<file path="src/rtl/arm_ctrl_pkg.sv">
// rtl/arm_ctrl_pkg.sv - shared encodings for the multicycle main control FSM
package arm_ctrl_pkg;

  typedef enum logic [3:0] {
    FETCH    = 4'd0,
    DECODE   = 4'd1,
    EXECR    = 4'd2,
    EXECI    = 4'd3,
    ALUWB    = 4'd4,
    MEMADR   = 4'd5,
    MEMREAD  = 4'd6,
    MEMWRITE = 4'd7,
    MEMWB    = 4'd8,
    BRANCH   = 4'd9
  } state_t;

  localparam logic [1:0] SRCB_RM    = 2'b00;
  localparam logic [1:0] SRCB_IMM   = 2'b01;
  localparam logic [1:0] SRCB_FOUR  = 2'b10;

  localparam logic [1:0] RES_ALUOUT = 2'b00;
  localparam logic [1:0] RES_RDATA  = 2'b01;
  localparam logic [1:0] RES_ALURES = 2'b10;

  localparam logic [1:0] OP_DP      = 2'b00;
  localparam logic [1:0] OP_MEM     = 2'b01;
  localparam logic [1:0] OP_BR      = 2'b10;
  localparam logic [1:0] OP_UNDEF   = 2'b11;

  typedef struct packed {
    logic       irwrite;
    logic       nextpc;
    logic       regw;
    logic       memw;
    logic       branch;
    logic       adrsrc;
    logic       alusrca;
    logic [1:0] alusrcb;
    logic [1:0] resultsrc;
    logic       aluop;
  } ctrl_t;

endpackage

</file>
<file path="src/rtl/main_fsm_outdec.sv">
// rtl/main_fsm_outdec.sv - Moore output decode, state register value to control vector
module main_fsm_outdec
  import arm_ctrl_pkg::*;
(
  input  logic [3:0] state,
  output ctrl_t      ctrl
);

  always_comb begin
    ctrl = '0;
    case (state)
      FETCH: begin
        ctrl.irwrite   = 1'b1;
        ctrl.nextpc    = 1'b1;
        ctrl.alusrca   = 1'b1;
        ctrl.alusrcb   = SRCB_FOUR;
        ctrl.resultsrc = RES_ALURES;
      end
      DECODE: begin
        ctrl.alusrca   = 1'b1;
        ctrl.alusrcb   = SRCB_FOUR;
        ctrl.resultsrc = RES_ALURES;
      end
      EXECR: begin
        ctrl.alusrcb   = SRCB_RM;
        ctrl.aluop     = 1'b1;
      end
      EXECI: begin
        ctrl.alusrcb   = SRCB_IMM;
        ctrl.aluop     = 1'b1;
      end
      ALUWB: begin
        ctrl.resultsrc = RES_ALUOUT;
        ctrl.regw      = 1'b1;
      end
      MEMADR: begin
        ctrl.alusrcb   = SRCB_IMM;
      end
      MEMREAD: begin
        ctrl.adrsrc    = 1'b1;
        ctrl.resultsrc = RES_ALUOUT;
      end
      MEMWB: begin
        ctrl.resultsrc = RES_RDATA;
        ctrl.regw      = 1'b1;
      end
      MEMWRITE: begin
        ctrl.adrsrc    = 1'b1;
        ctrl.resultsrc = RES_ALUOUT;
        ctrl.memw      = 1'b1;
      end
      BRANCH: begin
        ctrl.alusrcb   = SRCB_IMM;
        ctrl.resultsrc = RES_ALURES;
        ctrl.branch    = 1'b1;
      end
      // unused encodings leave every enable low
      default: ctrl = '0;
    endcase
  end

endmodule

</file>
<file path="src/rtl/main_fsm.sv">
// rtl/main_fsm.sv - multicycle fetch/decode/execute/writeback sequencer for the ARM-subset datapath
module main_fsm
  import arm_ctrl_pkg::*;
#(
  parameter bit MEM_WAIT_EN = 1'b1
) (
  input  logic       clk,
  input  logic       reset_n,
  input  logic [1:0] Op,
  input  logic [5:0] Funct,
  input  logic       mem_ready,
  output logic       IRWrite,
  output logic       NextPC,
  output logic       RegW,
  output logic       MemW,
  output logic       Branch,
  output logic       AdrSrc,
  output logic       ALUSrcA,
  output logic [1:0] ALUSrcB,
  output logic [1:0] ResultSrc,
  output logic       ALUOp,
  output logic       undef,
  output logic [3:0] state_o
);

  logic [3:0] state_q, state_d;
  logic       rdy;
  ctrl_t      ctrl;
  logic       unused_funct;

  assign rdy          = MEM_WAIT_EN ? mem_ready : 1'b1;
  assign unused_funct = ^Funct[4:1];

  always_ff @(posedge clk or negedge reset_n) begin
    if (!reset_n) state_q <= FETCH;
    else          state_q <= state_d;
  end

  always_comb begin
    state_d = FETCH;
    case (state_q)
      FETCH:    state_d = rdy ? DECODE : FETCH;
      DECODE: begin
        case (Op)
          OP_DP:   state_d = Funct[5] ? EXECI : EXECR;
          OP_MEM:  state_d = MEMADR;
          OP_BR:   state_d = BRANCH;
          default: state_d = FETCH;
        endcase
      end
      EXECR:    state_d = ALUWB;
      EXECI:    state_d = ALUWB;
      ALUWB:    state_d = FETCH;
      MEMADR:   state_d = Funct[0] ? MEMREAD : MEMWRITE;
      MEMREAD:  state_d = rdy ? MEMWB : MEMREAD;
      MEMWB:    state_d = FETCH;
      MEMWRITE: state_d = rdy ? FETCH : MEMWRITE;
      BRANCH:   state_d = FETCH;
      default:  state_d = FETCH;
    endcase
  end

  main_fsm_outdec u_outdec (
    .state (state_q),
    .ctrl  (ctrl)
  );

  // enables are masked by reset_n so an async reset kills them in the same cycle
  assign IRWrite   = ctrl.irwrite & rdy & reset_n;
  assign NextPC    = ctrl.nextpc & rdy & reset_n;
  assign RegW      = ctrl.regw & reset_n;
  assign MemW      = ctrl.memw & reset_n;
  assign Branch    = ctrl.branch & reset_n;
  assign undef     = (state_q == DECODE) & (Op == OP_UNDEF) & reset_n;
  assign AdrSrc    = ctrl.adrsrc;
  assign ALUSrcA   = ctrl.alusrca;
  assign ALUSrcB   = ctrl.alusrcb;
  assign ResultSrc = ctrl.resultsrc;
  assign ALUOp     = ctrl.aluop;
  assign state_o   = state_q;

endmodule

</file>
<file path="config.mk">
export PLATFORM = sky130hd
export DESIGN_NAME = main_fsm
export DESIGN_NICKNAME = d
export VERILOG_FILES = /design/src/rtl/arm_ctrl_pkg.sv /design/src/rtl/main_fsm_outdec.sv /design/src/rtl/main_fsm.sv
export SDC_FILE = /design/constraint.sdc
export NUM_CORES = 1
export LEC_CHECK = 0
export BUFFER_PORTS_ARGS = -buffer_cell sky130_fd_sc_hd__clkbuf_2
export CORE_AREA = 2 2 39 41
export CTS_BUF_LIST = sky130_fd_sc_hd__clkbuf_16
export CTS_CLUSTER_SIZE = 8
export DETAILED_ROUTE_END_ITERATION = 16
export DIE_AREA = 0 0 41 43
export GPL_TIMING_DRIVEN = 0
export PLACE_DENSITY = 0.74
export SYNTH_ARGS = -nofsm -noshare
export SYNTH_HDL_FRONTEND = slang
export SYNTH_HIERARCHICAL = 1
export SYNTH_SLANG_ARGS = --single-unit
</file>
<file path="constraint.sdc">
create_clock -name clk -period 1.77 [get_ports clk]
set_input_delay 0.354 -clock clk [delete_from_list [all_inputs] [get_ports clk]]
set_output_delay 0.354 -clock clk [all_outputs]
set_load 0.02 [all_outputs]
</file>
Yosys cells after proc, flatten, opt, wreduce, memory -nomap -nowiden. Cells that the tools add are included.

Register bits: 4. Input bits: 11. Output and inout port bits: 17. Word-level logic and storage cells: 46.

Eq/ne operators: 12. Muxes and demuxes: 16. Bitwise logic cells: 9. Reduce and logical (&&, ||, !) cells: 8.

Operators by type and width (count): $pmux 4 s6 (1); $eq 4x3->1 const B (4); $pmux 4 s3 (1); $and 1x1->1 (9); $mux 1 (9); $eq 4x2->1 const B (2); $eq 4x4->1 const B (2); $pmux 2 s2 (2); $reduce_or 2->1 (4); $reduce_or 3->1 (2); $eq 2x2->1 const B (2); $eq 4x1->1 const B (1); $logic_not 4->1 (1); $mux 4 (1); $mux 3 (1); $eq 2x1->1 const B (1); $logic_not 2->1 (1); $mux 2 (1).

Depth between registers and ports, before layout. Gate-level depths: netlist (run 1).

Depth after elaboration: 4. Mapped depth: 5. Gate-level depth less buffers: 5.

Modules after synthesis. Netlist (run 1), hierarchy kept.

Modules (own cells, without submodules): main_fsm (instances 1, cells an instance 38, area each 326.6 um^2, sequential area each 100.1 um^2); main_fsm_outdec (instances 1, cells an instance 20, area each 151.4 um^2, sequential area each 0.0 um^2).

Worst setup path before layout (run 1). Ideal clock, no wire load.

Path type: register -> output. From: register state_q[0] (netlist: state_o[0]). To: output undef. Data arrival time: 1533 ps. Data required time: 1416 ps. Path slack: -117 ps. Cell stages (with the launch flop): 3. Path buffers: 0. Cell sequence: dfrtp_1 -> or3b_1 -> nor3_1.

Word-level cells in the longest chain between the ends: 3.

RTL lines: start: declaration (line main_fsm.sv:26) `logic [3:0] state_q, state_d;`; start signal: assignment (line main_fsm.sv:36) `else state_q <= state_d;`; $eq 4x1->1 (line main_fsm.sv:74) `assign undef = (state_q == DECODE) & (Op == OP_UNDEF) & reset_n;`; $and 1x1->1 (2 in series) (line main_fsm.sv:74); end: declaration (line main_fsm.sv:22) `output logic undef,`.

Every way passes these cells.

==> summary.txt, run 1 <==
Power and ir drop
  • Pwr Density: 1590 nW/um^2
  • Leakage power: 0.4664 nW
  • Maximum VDD drop: 0.7059 mV
  • Sequential Power Share: 12.3%
  • Sw power: 0.5425 mW
  • Internal: 0.8620 mW
  • Sw frac: 38.63%
  • Clock power share: 25.6%
  • Comb pwr share: 62.1%

Timing
  • Final Critical Period: 1.778 ns
  • Worst slew pin tran: 0.2228 ns
  • Fmax: 0.5625 GHz
  • Setup TNS: -0.007655 ns
  • Final period util: 100.4%
  • Final Hold Violating Endpoints: 0
  • Final worst slack: -0.007655 ns
  • Relative slew slack: 85.03%
  • Clock Skews: 0.0007713 ns
  • Final Slew Violations: 0
  • Setup violators final: 1

Drt
  • Drt drc: 0
  • Vias: 566
  • Wire per inst: 11.99 um
  • Drt initial violations: 10
  • Vias per cell: 4.922
  • TritonRoute pass-1 iters: 3
  • Total wire length: 1379 um
  • Post-DRT Antenna Nets: 0

Logic synthesis
  • Mean Syn Cell Area: 8.241 um^2
  • Main synth FF type: dfrtp_1
  • Post-synthesis register bit count: 4
  • Synthesized area: 478.0 um^2
  • Share of the yosys chip area belonging to registers: 20.94%
  • Synth warn: 6
  • Area contributors post-synth: dfrtp_1, ha_1, and2_1
  • Share of the synthesized area in the top cell type: 20.94%
  • Mapped Nets: 73
  • Cells after Synth: 58
  • Cell variety after synth: 31
  • Synth area leader: dfrtp_1
  • Async S/R FF share, synth: 100.0%
  • Post-synth EDFFs: 0

GRT
  • Global-route wire length before repair: 1952 um
  • Vias in the first global route: 466
  • GRT busiest layer: met2
  • Grt met3 use: 4.712%
  • Antenna violations before repair: 0
  • Pin count of the biggest net entering global routing: 11
  • GRT Residual Overflow: 0
  • Gr usage total: 16.85%
  • Met1 Track Usage GR: 18.95%
  • Global routing usage on met2: 26.56%

CTS
  • Clock root buffer: clkbuf_16
  • Worst-case clock buffer depth: 2
  • Clock slew at reported path FFs: 0.03 ns
  • H-tree depth: 1
  • CTS sink count: 4
  • Worst skew pair latency: 0.23 ns
  • TritonCTS Buffers: 3
  • TritonCTS clock tree: done

Finish
  • Most common cell after layout, fill and taps aside: buf_4
  • Final core occ: 63.83%
  • Synthesis-to-finish area growth: 84.82%
  • Layout cells sized above 1: 57.58%
  • Nets: 116
  • N_diodes: 0
  • Most frequent cells in the layout: buf_4, clkbuf_2, inv_1
  • Max reg flops: 4

Worst setup path
  • CP arrival: 1.42 ns
  • Max FO, Critical Path: 5
  • CP Capture Type: output pin
  • Worst setup SP type: flip-flop
  • Critical path's slowest cell: dfrtp_2
  • Kind of critical path: flip-flop to output pin
  • Slowest stage delay, CP: 0.43 ns
  • Required @ worst endpoint: 1.42 ns
  • Most used cell, CP: buf_4
  • Critical path, cell by cell: buf_8 -> buf_4 -> nor4_4 -> and3_1 -> buf_4

Outcome
  • Violated checks: negative setup slack
  • Status: complete, but fails checks

Floorplan
  • Row Count: 14
  • CORE AREA: 1384 um^2
  • Die W: 41 um
  • Top Ports: 28
  • Full die area: 1763 um^2
  • Initial Util: 34.54%
  • Die Height: 43 um

Min path
  • HP Class: input port to flip-flop

Place
  • HPWL Detailed: 810.5 um
  • IO buf count: 23
  • Placer Congestion: 0.7221

Flow run
  • Max-Cap Viols: 0
## power by group through the flow
| stage | sequential (mW) | clock (mW) | combinational (mW) |
|---|---|---|---|
| detailed placement | 0.204 | 0 | 0.583 |
| floorplan | 0.221 | 0 | 0.399 |
| CTS | 0.169 | 0.358 | 0.763 |
| global route | 0.180 | 0.364 | 0.946 |
| finish | 0.173 | 0.359 | 0.872 |
| global placement | 0.205 | 0 | 0.568 |
## cells by family (layout without fill, tap and decap cells)
| kind of cell | Yosys count | after routing | synth area share [%] |
|---|---|---|---|
| AOI/OAI and AO/OA | 11 | 11 | 15.19 |
| xor gates and xnor gates | 2 | 2 | 3.666 |
| adders and majority gates | 4 | 4 | 10.47 |
| buffers and inverters | 10 | 51 | 13.35 |
| DFF | 4 | 4 | 20.94 |
| and+or+nand+nor | 27 | 27 | 36.39 |
## synth_stat cells (2+ instances only)
| master | count |
|---|---|
| o21ai_0 | 3 |
| nor3_1 | 4 |
| buf_4 | 3 |
| nand2_1 | 4 |
| and3_1 | 2 |
| inv_1 | 5 |
| a21oi_1 | 2 |
| buf_6 | 2 |
| dfrtp_1 | 4 |
| nand3b_1 | 2 |
| ha_1 | 4 |
| and2_1 | 4 |
## layout make-up
class | count | area [um^2]
clock buffers | 3 | 75.07
well taps | 16 | 20.02
inverters | 5 | 18.77
plain buffers | 4 | 45.04
fillers | 114 | 500.5
multi-input cells | 44 | 344.1
flip-flops and latches | 4 | 105.1
repair buffers | 39 | 275.3
## stage by stage
stage	std cells	worst slack [ns]	total power, mW	hold WS (ns)	cell area, um^2
4_1_cts	109	-0.001908	1.290	0.5046	808.3
5_1_grt	115	-0.06222	1.490	0.5241	883.3
2_1_floorplan	58	-0.001137	0.6197	0.05841	488.0
3_5_place_dp	97	-0.03183	0.7873	0.2005	623.1
3_3_place_gp	97	-0.02439	0.7733	0.1988	623.1
6_report	115	-0.007655	1.405	0.5043	883.3
## path summary, 6_finish.rpt
check	start	to	slack, ns	cells after the start
worst max-delay path	state_o[2]	NextPC	-0.008	5
worst min-delay path	Funct[0]	state_o[0]	0.50	4
worst max register to register	state_o[0]	state_o[0]	0.28	4
worst min register to register	state_o[3]	state_o[3]	0.59	2
max in group asynchronous	reset_n	state_o[0]	0.98	2
min in group asynchronous	reset_n	state_o[1]	0.60	2
## per-layer routing
metal | routed length, um | vias up
li1 | - | 285
met1 | 606 | 256
met2 | 681 | 23
met3 | 72 | 2
met4 | 19 | 0
met5 | 0 | -
## repair_timing
item | in CTS | in global routing
gates cloned | 0 | 1
endpoints found under the setup margin | 5 | 6
setup buffers | 9 | 5
pin swaps | 0 | 4
hold buffers | 1 | 0
gates resized for setup | 12 | 11
endpoints found under the hold margin | 4 | 0
## critical path, delay by kind of cell, from the launching register on
family	cells	cell delay, ns
flip-flops	1	0.43
AND/OR/NAND/NOR	2	0.36
buffers and inverters	3	0.41
Note: power is estimated with default switching activity, not from simulation.
==> run 2, diff against run 1 <==
--- a/config.mk
+++ b/config.mk
@@ -13,6 +13,7 @@
 export DIE_AREA = 0 0 41 43
 export GPL_TIMING_DRIVEN = 0
 export PLACE_DENSITY = 0.74
+export SKIP_LAST_GASP = 1
 export SYNTH_ARGS = -nofsm -noshare
 export SYNTH_HDL_FRONTEND = slang
 export SYNTH_HIERARCHICAL = 1
==> run 2 against run 1 <==
  * Cell area down 0.42%
  * Non-clock buffer count is the same
  * Maximum frequency is essentially flat
  * Flip-flop and latch count unchanged
  * Die area stayed put
  * Worst setup slack got worse by 0.0014 ns
  * Via count grew 0.71%
  * Critical path type unchanged
  * First-iteration DRC count up 30%
  * Sequential share of layout area increased by 0.051 points
  * Sequential power hardly changed
  * Clock power about the same
  * The flow still finishes with violations (negative setup slack)
==> summary.txt, run 2 (synthesis gave the netlist of run 1 again) <==
Worst setup path
  • Worst reg2reg path depth: 4 (unchanged)
  • Kind of critical path: flip-flop to output pin
  • CP Capture Type: output pin
  • Critical path, cell by cell: buf_8 -> buf_4 -> nor4_4 -> and3_1 -> buf_4
  • Buf/Inv on CP: 3 (unchanged)
  • R2R Setup Slk: 0.28 ns (about the same)
  • Slowest stage delay, CP: 0.43 ns (about the same)
  • Worst setup SP type: flip-flop
  • Critical path's slowest cell: dfrtp_2
  • Max FO, Critical Path: 5 (unchanged)
  • Reg-to-reg startpoint: state_o[0]
  • Required @ worst endpoint: 1.42 ns (about the same)
  • RR Endpoint: state_o[0]
  • CP arrival: 1.43 ns (about the same)
  • Most used cell, CP: buf_4
  • CP top delay family: flip-flops

Timing
  • Hold_ws: 0.5028 ns (-0.001522 ns)
  • Final Slew Violations: 0 (unchanged)
  • Fmax: 0.5621 GHz (about the same)
  • Final worst slack: -0.009010 ns (-0.001355 ns)
  • Final Critical Period: 1.779 ns (+0.001355 ns)
  • Final Hold Violating Endpoints: 0 (unchanged)
  • Final period util: 100.5% (about the same)
  • Setup TNS: -0.01123 ns (-0.003579 ns)
  • Worst slew pin tran: 0.2257 ns (+0.002846 ns)
  • Clock Skews: 0.0007858 ns (+0.00001450 ns)
  • Setup violators final: 2 (+1)
  • Relative slew slack: 84.84% (-0.19 points)
  • RSZ-0062 raised after global routing: yes

Finish
  • Synthesis-to-finish area growth: 84.03%
  • Design area: 879.6 um^2 (-0.42%)
  • Layout cells sized above 1: 57.58% (unchanged)
  • Max reg flops: 4 (unchanged)
  • Final core occ: 63.56% (-0.27 points)
  • N_diodes: 0 (unchanged)
  • Non-Filler Instances: 115 (unchanged)
  • Filler instances: 114 (unchanged)
  • Most frequent cells in the layout: clkbuf_2, buf_4, inv_1
  • Nets: 116 (unchanged)

Min path
  • HP Class: input port to flip-flop
  • Worst Min Path Start: Funct[0]
  • Hold depth: 4 (unchanged)
  • Worst Hold End: state_o[0]

GRT
  • Pin count of the biggest net entering global routing: 11 (unchanged)
  • Global-route wire length before repair: 1973 um (+1.1%)
  • Gr usage total: 17.05% (+0.20 points)
  • GRT Residual Overflow: 0 (unchanged)
  • Antenna violations before repair: 0 (unchanged)
  • Vias in the first global route: 472 (+1.3%)

CTS
  • Worst skew pair latency: 0.23 ns (about the same)
  • H-tree depth: 1 (unchanged)
  • TritonCTS clock tree: done
  • Clock root buffer: clkbuf_16
  • Clock slew at reported path FFs: 0.03 ns (about the same)
  • TritonCTS Buffers: 3 (unchanged)
  • CTS sink count: 4 (unchanged)
  • Worst-case clock buffer depth: 2 (unchanged)

Drt
  • Vias per cell: 4.957 (+0.71%)
  • Drt drc: 0 (unchanged)
  • Wire per inst: 11.91 um (-0.65%)
  • Total wire length: 1370 um (-0.65%)
  • TritonRoute pass-1 iters: 3 (unchanged)
  • Drt initial violations: 13 (+3)
  • Vias: 570 (+0.71%)
  • Post-DRT Antenna Nets: 0 (unchanged)

Power and ir drop
  • Comb pwr share: 62.1% (about the same)
  • Total Power: 1.405 mW (about the same)
  • Sequential Power Share: 12.4% (about the same)
  • Sw frac: 38.68% (+0.056 points)
  • Pwr Density: 1597 nW/um^2 (+0.44%)
  • Maximum VDD drop: 0.7195 mV (+1.9%)
  • Sw power: 0.5434 mW (+0.16%)
  • Leakage power: 0.4637 nW (-0.58%)
  • Internal: 0.8614 mW (about the same)
  • Clock power share: 25.5% (about the same)

Place
  • IO buf count: 23 (unchanged)
  • Setup WS pre-CTS: -0.03183 ns (unchanged)
  • Placer Congestion: 0.7221 (unchanged)
  • HPWL Detailed: 810.5 um (unchanged)
  • Area after DPL: 623.1 um^2 (unchanged)
  • Cell Count Post-Placement: 97 (unchanged)

Floorplan
  • Top Ports: 28 (unchanged)
  • Initial Util: 34.54% (unchanged)
  • Row Count: 14 (unchanged)
  • Die Height: 43 um (unchanged)
  • CORE AREA: 1384 um^2 (unchanged)
  • Die W: 41 um (unchanged)
  • Full die area: 1763 um^2 (unchanged)

Outcome
  • Violated checks: negative setup slack
  • Status: complete, but fails checks

Flow run
  • Max-Cap Viols: 0 (unchanged)
## run 2: power groups by stage
| stage | clock [mW] | sequential, mW | combinational, mW |
|---|---|---|---|
| after floorplan | 0 | 0.221 | 0.399 |
| after global placement | 0 | 0.205 | 0.568 |
| after detailed placement | 0 | 0.204 | 0.583 |
| after CTS | 0.358 | 0.168 | 0.753 |
| after global routing | 0.364 | 0.180 | 0.944 |
| final | 0.359 | 0.174 | 0.872 |
## run 2: how the worst max path moves through the flow
stage | start | to | slack [ns] | depth (start not counted)
after floorplan | state_o[2] | MemW | -0.001 | 4
after global placement | state_o[1] | IRWrite | -0.02 | 5
after detailed placement | state_o[1] | IRWrite | -0.03 | 5
after CTS | state_o[1] | undef | -0.02 | 3
after global routing | state_o[2] | NextPC | -0.06 | 5
final | state_o[2] | NextPC | -0.009 | 5
## run 2: metal layers
metal	vias up	GRT usage [%]	part of all wire, %	wire (um)
met3	2	4.712	5.0	69
met4	0	10.00	1.4	19
li1	286	-	-	-
met5	-	0	0	0
met2	23	26.56	49	671
met1	259	19.61	45	610
## run 2: worst register-to-register path: cells and delay by family, from the launching register on
family	cells	cell delay, ns
flip-flops	1	0.44
buffers and inverters	1	0.18
AO/OA/AOI/OAI	2	0.31
AND/OR/NAND/NOR	1	0.46
## run 2: layout make-up
type	count	area, um^2	area share [%]
Sequential cell	4	105.1	11.95
Inverter	5	18.77	2.134
Tap cell	16	20.02	2.276
Clock buffer	3	75.07	8.535
Buffer	4	45.04	5.121
Multi-Input combinational cell	44	344.1	39.12
Timing Repair Buffer	39	271.5	30.87
## run 2: repair_timing
action                                  4_1_cts  5_1_grt
endpoints found under the hold margin         4        0
pin swaps                                     0        2
gates resized for setup                      10       10
hold buffers                                  1        0
gates cloned                                  0        1
buffers inserted                              9        5
endpoints found under the setup margin        5        6
==> run 3, diff against run 2 <==
--- a/config.mk
+++ b/config.mk
@@ -13,8 +13,10 @@
 export DIE_AREA = 0 0 41 43
 export GPL_TIMING_DRIVEN = 0
 export PLACE_DENSITY = 0.74
+export REMOVE_ABC_BUFFERS = 1
 export SKIP_LAST_GASP = 1
 export SYNTH_ARGS = -nofsm -noshare
 export SYNTH_HDL_FRONTEND = slang
 export SYNTH_HIERARCHICAL = 1
 export SYNTH_SLANG_ARGS = --single-unit
+export TNS_END_PERCENT = 1
==> run 3 against run 2 <==
  * The run still ends with negative setup slack left
  * Cell area fell by 2.1%
  * Clock power down 3%
  * Die area is the same
  * Worst setup slack lost 0.0089 ns
  * Maximum frequency shrank 0.50%
  * Non-clock buffer count increased by 2
  * Cell count grew 1.7%
  * Clock skew about the same
  * Global-route usage decreased by 2.6 points
  * First-iteration DRC count is 92% lower
  * Count of clock-buffer cells in the layout stayed put
  * Sequential share of layout area increased by 0.26 points
  * Critical endpoint is now MemW
  * Highest routed layer is now met3
==> summary.txt, run 3 (synthesis gave the netlist of run 1 again) <==
Outcome
  • Status: complete, but fails checks
  • Violated checks: negative setup slack

Timing
  • Final period util: 101.0% (+0.51 points)
  • Relative slew slack: 84.29% (-0.55 points)
  • Setup violators final: 1 (-1)
  • Final Hold Violating Endpoints: 0 (unchanged)
  • RSZ-0062 raised after global routing: yes
  • Setup TNS: -0.01796 ns (-0.006722 ns)
  • Worst slew pin tran: 0.2339 ns (+0.008207 ns)
  • Final Slew Violations: 0 (unchanged)
  • Final Critical Period: 1.788 ns (+0.008946 ns)
  • Hold_ws: 0.5167 ns (+0.01391 ns)
  • Clock Skews: 0.001052 ns (+0.0002666 ns)
  • Final worst slack: -0.01796 ns (-0.008946 ns)
  • Fmax: 0.5593 GHz (-0.50%)

GRT
  • GRT Residual Overflow: 0 (unchanged)
  • Pin count of the biggest net entering global routing: 20 (+9)
  • Gr usage total: 14.43% (-2.6 points)
  • Global-route wire length before repair: 1835 um (-7.0%)
  • Antenna violations before repair: 0 (unchanged)
  • Vias in the first global route: 438 (-7.2%)

CTS
  • TritonCTS clock tree: done
  • H-tree depth: 1 (unchanged)
  • Clock slew at reported path FFs: 0.03 ns (about the same)
  • Worst skew pair latency: 0.22 ns (about the same)
  • Worst-case clock buffer depth: 2 (unchanged)
  • CTS sink count: 4 (unchanged)
  • Clock root buffer: clkbuf_16
  • TritonCTS Buffers: 3 (unchanged)

Place
  • IO buf count: 23 (unchanged)
  • Placer Congestion: 0.7244 (+0.32%)
  • Cell Count Post-Placement: 92 (-5.2%)
  • HPWL Detailed: 682.4 um (-16%)
  • Setup WS pre-CTS: -0.01884 ns (+0.01299 ns)

Floorplan
  • Row Count: 14 (unchanged)
  • Die Height: 43 um (unchanged)
  • Die W: 41 um (unchanged)
  • Initial Util: 34.54% (unchanged)
  • Full die area: 1763 um^2 (unchanged)
  • Top Ports: 28 (unchanged)
  • CORE AREA: 1384 um^2 (unchanged)

Min path
  • Hold depth: 3 (-1)
  • HP Class: input port to flip-flop
  • Worst Min Path Start: mem_ready
  • Worst Hold End: state_o[0]

Finish
  • Non-Filler Instances: 117 (+1.7%)
  • Most frequent cells in the layout: buf_4, clkbuf_2, inv_1
  • Max reg flops: 4 (unchanged)
  • Filler instances: 111 (-2.6%)
  • Most common cell after layout, fill and taps aside: buf_4
  • Nets: 118 (+1.7%)
  • Layout cells sized above 1: 57.43% (-0.15 points)
  • N_diodes: 0 (unchanged)
  • Synthesis-to-finish area growth: 80.10%

Drt
  • Post-DRT Antenna Nets: 0 (unchanged)
  • TritonRoute pass-1 iters: 4 (+1)
  • Vias: 585 (+2.6%)
  • Drt initial violations: 1 (-12)
  • Drt drc: 0 (unchanged)
  • Vias per cell: 5.000 (+0.88%)
  • Total wire length: 1428 um (+4.2%)
  • Wire per inst: 12.21 um (+2.5%)

Power and ir drop
  • Pwr Density: 1580 nW/um^2 (-1.1%)
  • Total Power: 1.360 mW (-3.2%)
  • Maximum VDD drop: 0.7083 mV (-1.6%)
  • Leakage power: 0.4649 nW (+0.26%)

Worst setup path
  • Required @ worst endpoint: 1.42 ns (about the same)
  • Critical Path Start: state_o[2]
  • R2R Setup Slk: 0.27 ns (about the same)
  • Reg-to-reg startpoint: state_o[0]
  • Worst setup SP type: flip-flop
  • Kind of critical path: flip-flop to output pin
  • CP arrival: 1.43 ns (about the same)
  • Worst reg2reg path depth: 3 (-1)
  • RR Endpoint: state_o[0]
  • CP Capture Type: output pin
  • Max FO, Critical Path: 8 (+3)

Flow run
  • Max-Cap Viols: 0 (unchanged)
run 3: changes by cell type in the layout (fill, tap and decap cells not counted):
cell / change
clkbuf_16: -1
nor3_2: -1
buf_8: -1
buf_6: -1
nor3_1: +1
clkbuf_4: -1
buf_4: +6
run 3: repair_timing:
action,CTS,global route
setup buffers,6,15
hold endpoints to repair,4,0
hold buffers,1,0
gates resized for setup,4,17
endpoints found under the setup margin,6,6
pin swaps,0,1
run 3: final cells by class:
cell class	instances	area, um^2	share of cell area, %
clock buffer	3	75.07	8.721
inverter	5	18.77	2.180
multi-input combinational	44	339.1	39.39
sequential	4	105.1	12.21
tap	16	20.02	2.326
timing repair buffer	45	302.8	35.17
run 3: how the worst max path moves through the flow:
stage / endpoint / slack [ns]
finish: MemW / -0.02
floorplan: ALUSrcA / -0.14
global placement: undef / -0.02
detailed placement: undef / -0.02
global route: MemW / -0.05
CTS: undef / -0.12
run 3: per-layer routing:
layer	vias to the layer above	global-route usage [%]	share of wire, %
li1	289	-	-
met1	274	19.61	40
met2	22	23.13	55
met3	0	2.094	4.8
met4	0	3.333	0
met5	-	0	0
run 3: through the flow:
step                      util, %  instance area [um^2]
final                       62.21                 860.8
after global routing        62.21                 860.8
after detailed placement    41.05                 568.0
after global placement      41.05                 568.0
after CTS                   50.81                 703.2
after floorplan                 -                 432.9
run 3: critical path, cell delays in order (launching register included):
cell and delay [ns]:
dfrtp_2 0.46, buf_6 0.15, and3b_1 0.18, and2_1 0.16, and2_4 0.15, buf_6 0.12
run 3: power by group:
part	switching, mW	total, mW	internal [mW]
logic	0.404	0.815	0.411
clock network	0.0583	0.347	0.288
registers	0.0709	0.198	0.127
total	0.534	1.36	0.826
